## src/rtl/io_input_conditioner_pkg.sv

```systemverilog
// Shared constants for the DE10-Lite key/switch input conditioner.
package io_cond_pkg;

    localparam int NUM_KEYS_DEF = 4;
    localparam int NUM_SW_DEF   = 10;

    // 10 ms at 50 MHz for hardware; a short window keeps simulation fast.
    localparam int DEBOUNCE_DEF = 500000;
    localparam int DEBOUNCE_SIM = 4;

    // Levels the channels assume at reset: keys are active-low (released = 1),
    // switches read 0 until the first debounced sample says otherwise.
    localparam logic KEY_IDLE = 1'b1;
    localparam logic SW_IDLE  = 1'b0;

endpackage

```

## src/rtl/io_input_conditioner_if.sv

```systemverilog
// Raw board inputs plus the conditioned levels and event pulses.
// master = board/testbench side, slave = conditioner side.
interface io_input_conditioner_if #(
    parameter int NUM_KEYS = io_cond_pkg::NUM_KEYS_DEF,
    parameter int NUM_SW   = io_cond_pkg::NUM_SW_DEF
);

    logic [NUM_KEYS-1:0] key_raw;
    logic [NUM_SW-1:0]   sw_raw;
    logic [NUM_KEYS-1:0] key_db;
    logic [NUM_SW-1:0]   sw_db;
    logic [NUM_KEYS-1:0] key_press;
    logic [NUM_KEYS-1:0] key_release;
    logic [NUM_SW-1:0]   sw_change;

    modport master (
        output key_raw, sw_raw,
        input  key_db, sw_db, key_press, key_release, sw_change
    );

    modport slave (
        input  key_raw, sw_raw,
        output key_db, sw_db, key_press, key_release, sw_change
    );

endinterface

```

## src/rtl/io_input_conditioner_debounce.sv

```systemverilog
// One input channel: 2-flop synchroniser, stability counter, accepted level
// and registered rise/fall pulses that coincide with the level update.
module debounce_bit
    import io_cond_pkg::*;
#(
    parameter int   DEBOUNCE_CYCLES = DEBOUNCE_SIM,
    parameter logic IDLE_LEVEL      = SW_IDLE,
    parameter int   CNT_W           = $clog2(DEBOUNCE_CYCLES + 1)
) (
    input  logic clk_clk,
    input  logic reset_reset,
    input  logic raw_i,
    output logic level_o,
    output logic rise_o,
    output logic fall_o
);

    localparam logic [CNT_W-1:0] CNT_LAST = CNT_W'(DEBOUNCE_CYCLES - 1);

    logic             s1_q, s2_q;
    logic             d_q, d_d;
    logic             rise_q, rise_d;
    logic             fall_q, fall_d;
    logic [CNT_W-1:0] c_q, c_d;

    // Any cycle where the synced level agrees with the accepted level throws
    // away the accumulated count, so only an unbroken run is accepted.
    always_comb begin
        d_d    = d_q;
        c_d    = c_q;
        rise_d = 1'b0;
        fall_d = 1'b0;
        if (s2_q == d_q) begin
            c_d = '0;
        end else if (c_q == CNT_LAST) begin
            d_d    = s2_q;
            c_d    = '0;
            rise_d = s2_q;
            fall_d = ~s2_q;
        end else begin
            c_d = c_q + CNT_W'(1);
        end
    end

    // Synchroniser, debounce state and pulse registers.
    always_ff @(posedge clk_clk) begin
        if (reset_reset) begin
            s1_q   <= IDLE_LEVEL;
            s2_q   <= IDLE_LEVEL;
            d_q    <= IDLE_LEVEL;
            c_q    <= '0;
            rise_q <= 1'b0;
            fall_q <= 1'b0;
        end else begin
            s1_q   <= raw_i;
            s2_q   <= s1_q;
            d_q    <= d_d;
            c_q    <= c_d;
            rise_q <= rise_d;
            fall_q <= fall_d;
        end
    end

    assign level_o = d_q;
    assign rise_o  = rise_q;
    assign fall_o  = fall_q;

endmodule

```

## src/rtl/io_input_conditioner.sv

```systemverilog
// Synchronises and debounces KEY[3:0] and SW[9:0] ahead of the Nios PIOs and
// produces press/release/change pulses for fabric consumers.
module io_input_conditioner
    import io_cond_pkg::*;
#(
    parameter int DEBOUNCE_CYCLES = DEBOUNCE_DEF,
    parameter int NUM_KEYS        = NUM_KEYS_DEF,
    parameter int NUM_SW          = NUM_SW_DEF,
    parameter int CNT_W           = $clog2(DEBOUNCE_CYCLES + 1)
) (
    input  logic                    clk_clk,
    input  logic                    reset_reset,
    io_input_conditioner_if.slave   io
);

    logic [NUM_SW-1:0] sw_rise;
    logic [NUM_SW-1:0] sw_fall;

    // Keys are active-low: a falling accepted level is a press.
    for (genvar i = 0; i < NUM_KEYS; i++) begin : g_key
        debounce_bit #(
            .DEBOUNCE_CYCLES (DEBOUNCE_CYCLES),
            .IDLE_LEVEL      (KEY_IDLE),
            .CNT_W           (CNT_W)
        ) u_db (
            .clk_clk     (clk_clk),
            .reset_reset (reset_reset),
            .raw_i       (io.key_raw[i]),
            .level_o     (io.key_db[i]),
            .rise_o      (io.key_release[i]),
            .fall_o      (io.key_press[i])
        );
    end

    for (genvar i = 0; i < NUM_SW; i++) begin : g_sw
        debounce_bit #(
            .DEBOUNCE_CYCLES (DEBOUNCE_CYCLES),
            .IDLE_LEVEL      (SW_IDLE),
            .CNT_W           (CNT_W)
        ) u_db (
            .clk_clk     (clk_clk),
            .reset_reset (reset_reset),
            .raw_i       (io.sw_raw[i]),
            .level_o     (io.sw_db[i]),
            .rise_o      (sw_rise[i]),
            .fall_o      (sw_fall[i])
        );
    end

    // Both pulse sources are registered, so the OR adds no input-to-output path.
    assign io.sw_change = sw_rise | sw_fall;

endmodule

```

## src/flat_wrapper.sv

```systemverilog
// flat-port wrapper written by rule: the top's interface ports become plain ports
module io_input_conditioner_flat import io_cond_pkg::*;
#(
    parameter int DEBOUNCE_CYCLES = DEBOUNCE_DEF,
    parameter int NUM_KEYS        = NUM_KEYS_DEF,
    parameter int NUM_SW          = NUM_SW_DEF,
    parameter int CNT_W           = $clog2(DEBOUNCE_CYCLES + 1)
)
  (clk_clk, reset_reset, io_key_raw, io_sw_raw, io_key_db, io_sw_db, io_key_press, io_key_release, io_sw_change);
  io_input_conditioner_if #(.NUM_KEYS(NUM_KEYS), .NUM_SW(NUM_SW)) io_i ();
  input  logic clk_clk;
  input  logic reset_reset;
  input wire logic [$bits(io_i.key_raw)-1:0] io_key_raw;
  input wire logic [$bits(io_i.sw_raw)-1:0] io_sw_raw;
  output wire logic [$bits(io_i.key_db)-1:0] io_key_db;
  output wire logic [$bits(io_i.sw_db)-1:0] io_sw_db;
  output wire logic [$bits(io_i.key_press)-1:0] io_key_press;
  output wire logic [$bits(io_i.key_release)-1:0] io_key_release;
  output wire logic [$bits(io_i.sw_change)-1:0] io_sw_change;
  assign io_i.key_raw = io_key_raw;
  assign io_i.sw_raw = io_sw_raw;
  assign io_key_db = io_i.key_db;
  assign io_sw_db = io_i.sw_db;
  assign io_key_press = io_i.key_press;
  assign io_key_release = io_i.key_release;
  assign io_sw_change = io_i.sw_change;
  io_input_conditioner #(.DEBOUNCE_CYCLES(DEBOUNCE_CYCLES), .NUM_KEYS(NUM_KEYS), .NUM_SW(NUM_SW), .CNT_W(CNT_W)) u_core (.clk_clk(clk_clk), .reset_reset(reset_reset), .io(io_i));
endmodule
```

## config.mk

```make
export PLATFORM = sky130hd
export DESIGN_NAME = io_input_conditioner_flat
export DESIGN_NICKNAME = d
export VERILOG_FILES = /design/src/rtl/io_input_conditioner_pkg.sv /design/src/rtl/io_input_conditioner_if.sv /design/src/rtl/io_input_conditioner_debounce.sv /design/src/rtl/io_input_conditioner.sv /design/src/flat_wrapper.sv
export SDC_FILE = /design/constraint.sdc
export NUM_CORES = 1
export LEC_CHECK = 0
export ABC_CLOCK_PERIOD_IN_PS = 2000
export CAP_MARGIN = 20
export CORE_ASPECT_RATIO = 0.9
export CORE_MARGIN = 3
export CORE_UTILIZATION = 46
export CTS_BUF_LIST = sky130_fd_sc_hd__clkbuf_16
export DETAILED_ROUTE_END_ITERATION = 12
export HOLD_SLACK_MARGIN = 0.03
export PLACE_DENSITY = 0.75
export SLEW_MARGIN = 5
export SYNTH_ARGS = -nofsm -noshare
export SYNTH_HDL_FRONTEND = slang
export SYNTH_SLANG_ARGS = --single-unit
```

## constraint.sdc

```tcl
create_clock -name clk_clk -period 2 [get_ports clk_clk]
set_clock_uncertainty 0.2 [all_clocks]
set_input_delay 0.4 -clock clk_clk [delete_from_list [all_inputs] [get_ports clk_clk]]
set_output_delay 0.4 -clock clk_clk [all_outputs]
set_load 0.02 [all_outputs]
```

Word-level counts from Yosys, hierarchy flattened

Cells that the tools add are included.

Register bits: 336
Bits of input ports: 16
Output and inout bits: 32
Logic and storage cells: 211

$add $sub $neg: 14
Equality and inequality tests: 28
Bitwise operators: 43
Reduce and logical (&&, ||, !) cells: 42

Operator list:

| operator                                      | number |
|---|---|
| adder 19 x 1 -> 19 bit, second input constant | 14 |
| == test 19 bit, second input constant         | 14 |
| OR reduction 3 bit                            | 28 |
| inverter 1 bit                                | 42 |
| AND reduction 2 bit                           | 14 |
| == test 1 bit                                 | 14 |
| bitwise OR 10 bit                             | 1 |

Depth between registers and ports, before layout

Gate-level depths: netlist (run 1).

Depth in word-level cells: 3
Depth in mapped cells: 7
Depth with buffers taken out: 5

By module

From an unflattened synthesis (run 1), not the netlist that was laid out.

Cells, all modules: 1651
Area total of the unflattened synthesis: 14983.1 µm²

Modules (own cells, without submodules):

| module                                  | instances | cells an instance | area each (µm²) | seq. area each (µm²) |
|---|---|---|---|---|
| debounce_bit (u_core.g_sw[0].u_db ...)  | 9         | 117               | 1057.3          | 480.5 |
| debounce_bit (u_core.g_key[0].u_db ...) | 4         | 118               | 1083.5          | 480.5 |
| debounce_bit (u_core.g_sw[9].u_db)      | 1         | 116               | 1071.0          | 480.5 |
| io_input_conditioner                    | 1         | 10                | 62.6            | 0.0 |

Least setup slack after synthesis (run 1)

OpenSTA, ideal clock, no wires.

Kind: reg-to-reg
From: register u_core.g_key[2].u_db.c_q[14]
To: register u_core.g_key[2].u_db.c_q[11]
Library setup time: 0.115 ns
Arrival: 1.799 ns
Required time: 1.685 ns
Slack: -0.114 ns
Cell stages (with the launch flop): 6
Path buffers: 1
Period minus slack after synthesis: 2.114 ns
Path through: dfxtp_1 -> or4_1 -> or4b_4 -> o21ai_4 -> buf_6 -> nor2_1

Longest elaborated chain between the ends: 2

RTL lines:

| what                                | RTL line                            | source |
|---|---|---|
| start, declared                     | io_input_conditioner_debounce.sv:24 | `logic [CNT_W-1:0] c_q, c_d;` |
| start signal, assigned              | io_input_conditioner_debounce.sv:51 | `c_q <= '0;` |
| start signal, assigned              | io_input_conditioner_debounce.sv:58 | `c_q <= c_d;` |
| == test 19 bit                      | io_input_conditioner_debounce.sv:35 | `end else if (c_q == CNT_LAST) begin` |
| OR reduction 3 bit (no source line) | -                                   |  |

Every way passes these cells.
A chain may end at the register's enable or synchronous reset.

Worst setup path in the final report (run 1)

From: register u_core.g_sw[0].u_db.c_q[7]
To: register u_core.g_sw[0].u_db.c_q[17]

Longest elaborated chain between the ends: 2
Elaborated cells between the ends (all ways): 3
Classes of those cells: 1 x add/sub; 1 x eq/ne; 1 x reduce/logical

RTL lines:

| what                                                                           | RTL line |
|---|---|
| start, declared                                                                | io_input_conditioner_debounce.sv:24 |
| start signal, assigned                                                         | io_input_conditioner_debounce.sv:51 |
| start signal, assigned                                                         | io_input_conditioner_debounce.sv:58 |
| parallel branches: the longest is 2 deep, another holds adder 19 x 1 -> 19 bit | - |

Several ways; the timed one is not identified.

==> results by group, run 1 <==
Run status
  • Status: finished with violations
  • Violated checks: setup timing

Timing
  • Worst Slack Setup Final: -0.120 ns
  • Final hold violations: 0
  • RSZ-0062 raised after global routing: yes
  • Tcrit/Tclk final: 1.06
  • Max-slew violations: 0
  • Slew @ Worst Pin: 0.482 ns
  • Total negative setup slack: -4.87 ns
  • Final setup fails: 69
  • Max-slew headroom: 0.676
  • Max Fclk: 472 MHz
  • Fin crit period: 2.12 ns

Floorplanning
  • Core Rows: 61
  • Die Width: 194 um
  • Core Box Area: 31100 um^2
  • Die Y-Extent: 175 um
  • I/O pin count: 48
  • Die area: 34100 um^2
  • Initial cell density of the core: 0.471

Cells and area
  • Final #Nets: 1881
  • Final non-filler cell area: 18100 um^2
  • Share of cells above drive strength 1: 0.191
  • Fin cells: 2280
  • Fill cells: 2733
  • Final Util: 0.580
  • Antenna diodes: 0
  • Area delta synth->final: 23.1%

Worst setup path
  • CP max stage cell: or4_4
  • Most frequent CP cell: or4_4
  • FF-to-FF Start: u_core.g_sw[0].u_db.c_q[7]
  • Setup Crit Path Kind: reg -> reg
  • Setup crit start kind: flip-flop
  • Worst setup EP type: flip-flop
  • Worst R2R End: u_core.g_sw[0].u_db.c_q[17]
  • Worst EP arrival: 2.30 ns
  • Critical-path cell list: or4_4, or4_4, o21bai_4, buf_6, a21oi_2
  • Worst reg-to-reg setup slack: -0.12 ns
  • Worst R2R Path Depth: 5
  • CP max stage delay: 0.55 ns
  • Crit-path max FO: 5
  • Required time of the worst setup path: 2.18 ns

Drt
  • WL/cell: 13.7 um
  • Final ANT Viol Nets: 0
  • # DRC: 0
  • Pre-antenna DRT Iters: 5
  • Vias: 12400
  • Iter 0 DRT Violations: 542
  • Drt total wl: 31.2 mm
  • Vias per cell: 5.44

Logic synthesis
  • Cell Area, Synth: 14700 um^2
  • Synth Instances: 1657
  • Top_reg_cell synth: dfxtp_1
  • YS warnings: 0
  • Post-synth EDFFs: 0
  • Register area share after synthesis: 0.459
  • Synth Register Bits: 336
  • Syn_area_per_cell: 8.85 um^2
  • Ys async rst share: 0
  • Syn_nets: 1687
  • Synth cell types: 53

Pwr
  • P_leak: 5.86 nW
  • PD cells: 733 nW/um^2
  • Maximum vdd ir drop: 0.767 mV

Place
  • Post-Place Worst Slack: -0.117 ns
  • Hpwl dp: 21.7 mm
  • GP Congestion: 0.867
  • DP Cell Count: 2215
  • Port bufs: 47
  • Post-DP Area: 16700 um^2

GRT
  • Congestion Overflow GR: 0
  • Global-route wire length before repair: 52.9 mm
  • Met1 Use GR: 0.232
  • Initial antenna violation count: 0
  • Vias in the first global route: 11800
  • GR Layer Usage met2: 0.303
  • Grt peak-use layer: met2
  • Routing usage on met3: 0.0295
  • Total GRT Usage: 0.176
  • Largest net degree at the start of global routing: 26

Clocking
  • Clock tree sinks: 336
  • Clock-pin slew on the worst setup and hold paths: 0.06 ns
  • Root Driver: clkbuf_16
  • CTS tree: built
  • CTS H-tree lvls: 2
  • Hold buffer count at cts: 0
  • TritonCTS Buffers: 37
  • Clock latency on the worst-skew pair: 0.52 ns
  • Clk buf depth: 3

Flow run
  • # Max-Cap Violations: 0

Hold path
  • Hold Crit Class: in -> reg
  • Worst hold path endpoint: u_core.g_sw[8].u_db.level_o
  • Hold_sp: reset_reset
  • WHS Path Cells: 3
-- worst max-delay path by stage --
stage          slack, ns                          end                         from  cells past startpoint
5_1_grt            -0.18  u_core.g_sw[0].u_db.c_q[17]   u_core.g_sw[0].u_db.c_q[7]                      5
6_report           -0.12  u_core.g_sw[0].u_db.c_q[17]   u_core.g_sw[0].u_db.c_q[7]                      5
3_3_place_gp        -0.1  u_core.g_sw[7].u_db.level_o  u_core.g_sw[7].u_db.c_q[10]                      4
4_1_cts            -0.13  u_core.g_sw[7].u_db.level_o  u_core.g_sw[7].u_db.c_q[10]                      4
2_1_floorplan      -0.09   u_core.g_sw[0].u_db.c_q[7]   u_core.g_sw[0].u_db.c_q[7]                      5
3_5_place_dp       -0.12  u_core.g_sw[0].u_db.c_q[17]   u_core.g_sw[0].u_db.c_q[7]                      5
-- metrics by stage --
step	total power, mW	hold WS (ns)
detailed placement	7.10	0.198
global placement	7.10	0.203
global route	13.8	0.142
finish	13.2	0.148
floorplan	7.00	0.189
CTS	13.4	0.128
-- metal layers --
| layer | routed length [um] | vias up | part of all wire |
|---|---|---|---|
| li1 | - | 6284 | - |
| met1 | 14600 | 5864 | 0.47 |
| met2 | 14700 | 201 | 0.47 |
| met3 | 1220 | 57 | 0.039 |
| met4 | 653 | 0 | 0.021 |
| met5 | 0 | - | 0 |
-- placed cells by master (no fill, tap or decap), types with 32 or more instances in the layout --
| cell type | synthesis | routed |
|---|---|---|
| xor2_1 | 81 | 81 |
| nor2_1 | 227 | 210 |
| nand3_1 | 107 | 101 |
| or3_1 | 48 | 43 |
| nor4_1 | 52 | 51 |
| dfxtp_1 | 336 | 320 |
| clkbuf_16 | 0 | 37 |
| xnor2_1 | 102 | 102 |
| buf_4 | 23 | 156 |
| inv_1 | 39 | 45 |
| o21ai_0 | 43 | 42 |
| or4_1 | 41 | 32 |
| a21oi_1 | 78 | 66 |
| nor3_1 | 39 | 38 |
| nand2_1 | 91 | 90 |
| nand4_1 | 78 | 78 |
-- cells in the mapped netlist (25+ instances only) --
master / n / area (um^2)
xnor2_1: 102 / 893
inv_1: 39 / 146
dfxtp_1: 336 / 6730
clkbuf_1: 29 / 109
and4_1: 28 / 245
nor4_1: 52 / 325
xor2_1: 81 / 709
nand2_1: 91 / 342
or4_1: 41 / 308
o21ai_0: 43 / 215
nand4_1: 78 / 488
nor3_1: 39 / 195
a21oi_1: 78 / 390
or3_1: 48 / 300
nand3_1: 107 / 536
o31ai_1: 31 / 233
nor2_1: 227 / 852
or2_2: 25 / 156
-- cell type report --
cell class,count,area [um^2],area share
well taps,409,512,0.0283
clock buffers,37,926,0.0513
repair buffers,217,1790,0.0994
multi-input cells,1220,7760,0.430
flip-flops and latches,336,6750,0.374
inverters,39,146,0.00811
clock inverters,22,166,0.00922
-- cells by family (layout without fill, tap and decap cells) --
logic type,Yosys count,after routing,share of synthesized area
muxes,1,1,0.000682
xor gates and xnor gates,183,183,0.109
adders and majority gates,14,14,0.0119
DFF,336,336,0.459
buffers and inverters,101,315,0.0342
AOI/OAI and AO/OA,173,173,0.0715
and+or+nand+nor,849,849,0.314
-- power breakdown --
group	leakage (nW)	switching, mW	internal (mW)
combinational	2.58	0.111	0.0995
sequential	2.72	0.0233	6.73
clock	0.560	2.56	3.71
total	5.86	2.69	10.5
-- worst max-delay path: cells and delay by family, from the launching register on --
kind	cells	cell delay, ns
simple gates	2	1.09
flops	1	0.32
compound gates	2	0.23
buf+inv	1	0.16
-- flip-flops by register name, indices dropped and copies added, names as in the netlist --
name	cells
u_core.g_sw.u_db.c_q	190
u_core.g_key.u_db.c_q	76
u_core.g_sw.u_db.fall_o	10
u_core.g_sw.u_db.level_o	10
u_core.g_sw.u_db.rise_o	10
u_core.g_sw.u_db.s1_q	10
u_core.g_sw.u_db.s2_q	10
u_core.g_key.u_db.fall_o	4
u_core.g_key.u_db.level_o	4
u_core.g_key.u_db.rise_o	4
u_core.g_key.u_db.s1_q	4
u_core.g_key.u_db.s2_q	4
-- repair_timing --
| action | CTS | global route |
|---|---|---|
| cloned | 2 | 0 |
| pin swaps | 7 | 6 |
| endpoints found under the hold margin | 0 | 0 |
| resized for setup | 75 | 67 |
| buffers inserted | 0 | 4 |
| setup endpoints to repair | 102 | 136 |
(Power assumes the default switching activity.)
==> inputs of run 2 (changes only) <==
REMOVE_ABC_BUFFERS = 1   (was unset)
==> run 2 against run 1 <==
  * The run still ends with setup timing left
  * First-iteration DRC count decreased by 5.4%
  * Highest routed layer unchanged
  * Combinational power decreased by 5%
  * Die area unchanged
  * Final cell count increased by 0.18%
  * Critical endpoint is now u_core.g_key[2].u_db.c_q[9]
  * Cell area decreased by 0.78%
  * Utilization decreased by 0.45 points
  * Sequential power about the same
  * Clock power about the same
  * Largest power group unchanged
==> results by group, run 2 (synthesis results as in run 1) <==
Worst setup path
  • CP top delay family: simple AND/OR/NAND/NOR gates
  • Worst setup EP type: flip-flop
  • CP max stage delay: 0.59 ns
  • CP max stage cell: or4b_4
  • CP Depth: 5
  • Required time of the worst setup path: 2.21 ns
  • Worst R2R End: u_core.g_key[2].u_db.c_q[9]
  • Worst EP arrival: 2.35 ns
  • Worst reg-to-reg setup slack: -0.15 ns
  • CP bufs+invs: 1
  • FF-to-FF Start: u_core.g_key[2].u_db.c_q[14]
  • Setup crit start kind: flip-flop
  • Critical-path cell list: or4_4, or4b_4, o21ai_4, buf_12, nor2_1
  • Setup Crit Path Kind: reg -> reg
  • CP startpoint: u_core.g_key[2].u_db.c_q[14]
  • Worst R2R Path Depth: 5
  • Crit path to: u_core.g_key[2].u_db.c_q[9]
  • Crit-path max FO: 16

Cells and area
  • Commonest non-fill, non-tap cell in the layout: dfxtp_1
  • Final #Nets: 1879
  • Antenna diodes: 0
  • Share of cells above drive strength 1: 0.170
  • Largest regs: u_core.g_sw.u_db.c_q: 190 flops, u_core.g_key.u_db.c_q: 76 flops
  • Fill cells: 2708
  • Reg with most FFs: u_core.g_sw.u_db.c_q
  • Commonest non-fill, non-tap cells in the layout: dfxtp_1, nor2_1, buf_4
  • Area delta synth->final: 22.1%
  • Max reg flops: 190

Floorplanning
  • I/O pin count: 48
  • Core Box Area: 31100 um^2
  • Die Y-Extent: 175 um
  • Die Width: 194 um
  • Initial cell density of the core: 0.471
  • Die area: 34100 um^2
  • Core Rows: 61

Clocking
  • CTS tree: built
  • Clock latency on the worst-skew pair: 0.53 ns
  • Root Driver: clkbuf_16
  • Clock tree sinks: 336
  • TritonCTS Buffers: 37
  • Hold buffer count at cts: 0
  • Clock-pin slew on the worst setup and hold paths: 0.06 ns
  • CTS H-tree lvls: 2
  • Clk buf depth: 3

GRT
  • Largest net degree at the start of global routing: 44
  • Total GRT Usage: 0.177
  • Initial antenna violation count: 0
  • Global-route wire length before repair: 53.5 mm
  • Vias in the first global route: 11900
  • Congestion Overflow GR: 0

Pwr
  • Maximum vdd ir drop: 0.882 mV
  • PD cells: 738 nW/um^2
  • Pwr Total: 13.2 mW
  • P_leak: 5.88 nW

Timing
  • Max-slew violations: 0
  • Final hold violations: 0
  • Max-slew headroom: 0.628
  • RSZ-0062 raised after global routing: yes
  • Tcrit/Tclk final: 1.07
  • Max Fclk: 466 MHz
  • Hold WS: 0.170 ns
  • Worst Slack Setup Final: -0.145 ns
  • Fin crit period: 2.15 ns
  • Slew @ Worst Pin: 0.551 ns
  • Final setup fails: 71

Hold path
  • Hold Crit Class: in -> reg
  • Hold_sp: reset_reset

Drt
  • Vias per cell: 5.42
  • WL/cell: 13.6 um
  • Final ANT Viol Nets: 0
  • Iter 0 DRT Violations: 513
  • Vias: 12400
  • # DRC: 0
  • Drt total wl: 31.0 mm
  • Pre-antenna DRT Iters: 4

Place
  • GP Congestion: 0.850
  • Port bufs: 47
  • Hpwl dp: 21.2 mm

Run status
  • Status: finished with violations
  • Violated checks: setup timing

Flow run
  • # Max-Cap Violations: 0
## run 2: tightest hold or removal path: cells and delay by family
kind / cells / cell delay [ns]
buf+inv: 2 / 0.34
simple gates: 1 / 0.10
## run 2: area by class of cell
| class | count | area, um^2 | share of cell area |
|---|---|---|---|
| Clock inverter | 26 | 139 | 0.00775 |
| Tap cell | 409 | 512 | 0.0286 |
| Clock buffer | 39 | 976 | 0.0545 |
| Multi-Input combinational cell | 1220 | 7620 | 0.425 |
| Timing Repair Buffer | 215 | 1780 | 0.0994 |
| Inverter | 39 | 146 | 0.00817 |
| Sequential cell | 336 | 6740 | 0.376 |
## run 2: metal layers
layer  GRT usage  routed length, um  up-vias
met5           0                  0        -
met4      0.0529                616        0
met3      0.0313               1170       52
met2       0.298              14500      178
met1       0.235              14700     5877
li1            -                  -     6271
## run 2: repair_timing
item / CTS / global route
pin swaps: 0 / 6
endpoints found under the setup margin: 108 / 112
buffers inserted: 0 / 4
gates resized for setup: 67 / 42
## run 2: worst min-delay path by stage
| stage | end | depth (start not counted) |
|---|---|---|
| after floorplan | u_core.g_key[0].u_db.s2_q | 1 |
| after global placement | u_core.g_key[2].u_db.s2_q | 1 |
| after detailed placement | u_core.g_key[2].u_db.s2_q | 1 |
| after CTS | u_core.g_sw[9].u_db.s1_q | 3 |
| after global routing | u_core.g_sw[9].u_db.s1_q | 3 |
| final | u_core.g_sw[9].u_db.s1_q | 3 |
## run 2: power breakdown
part | total [mW] | internal [mW] | switching (mW) | leakage, nW
Combinational | 0.201 | 0.0948 | 0.106 | 2.57
Sequential | 6.75 | 6.73 | 0.0222 | 2.72
Clock | 6.28 | 3.63 | 2.64 | 0.592
## run 2: through the flow
step / utilization / worst slack [ns] / std cells / setup TNS (ns) / cell area [um^2]
after floorplan: - / -0.172 / 1595 / -10.53 / 14300
after global placement: 0.533 / -0.105 / 2215 / -2.27 / 16600
after detailed placement: 0.533 / -0.130 / 2215 / -5.23 / 16600
after CTS: 0.570 / -0.122 / 2280 / -4.10 / 17700
after global routing: 0.575 / -0.170 / 2284 / -7.76 / 17900
final: 0.575 / -0.145 / 2284 / -4.69 / 17900
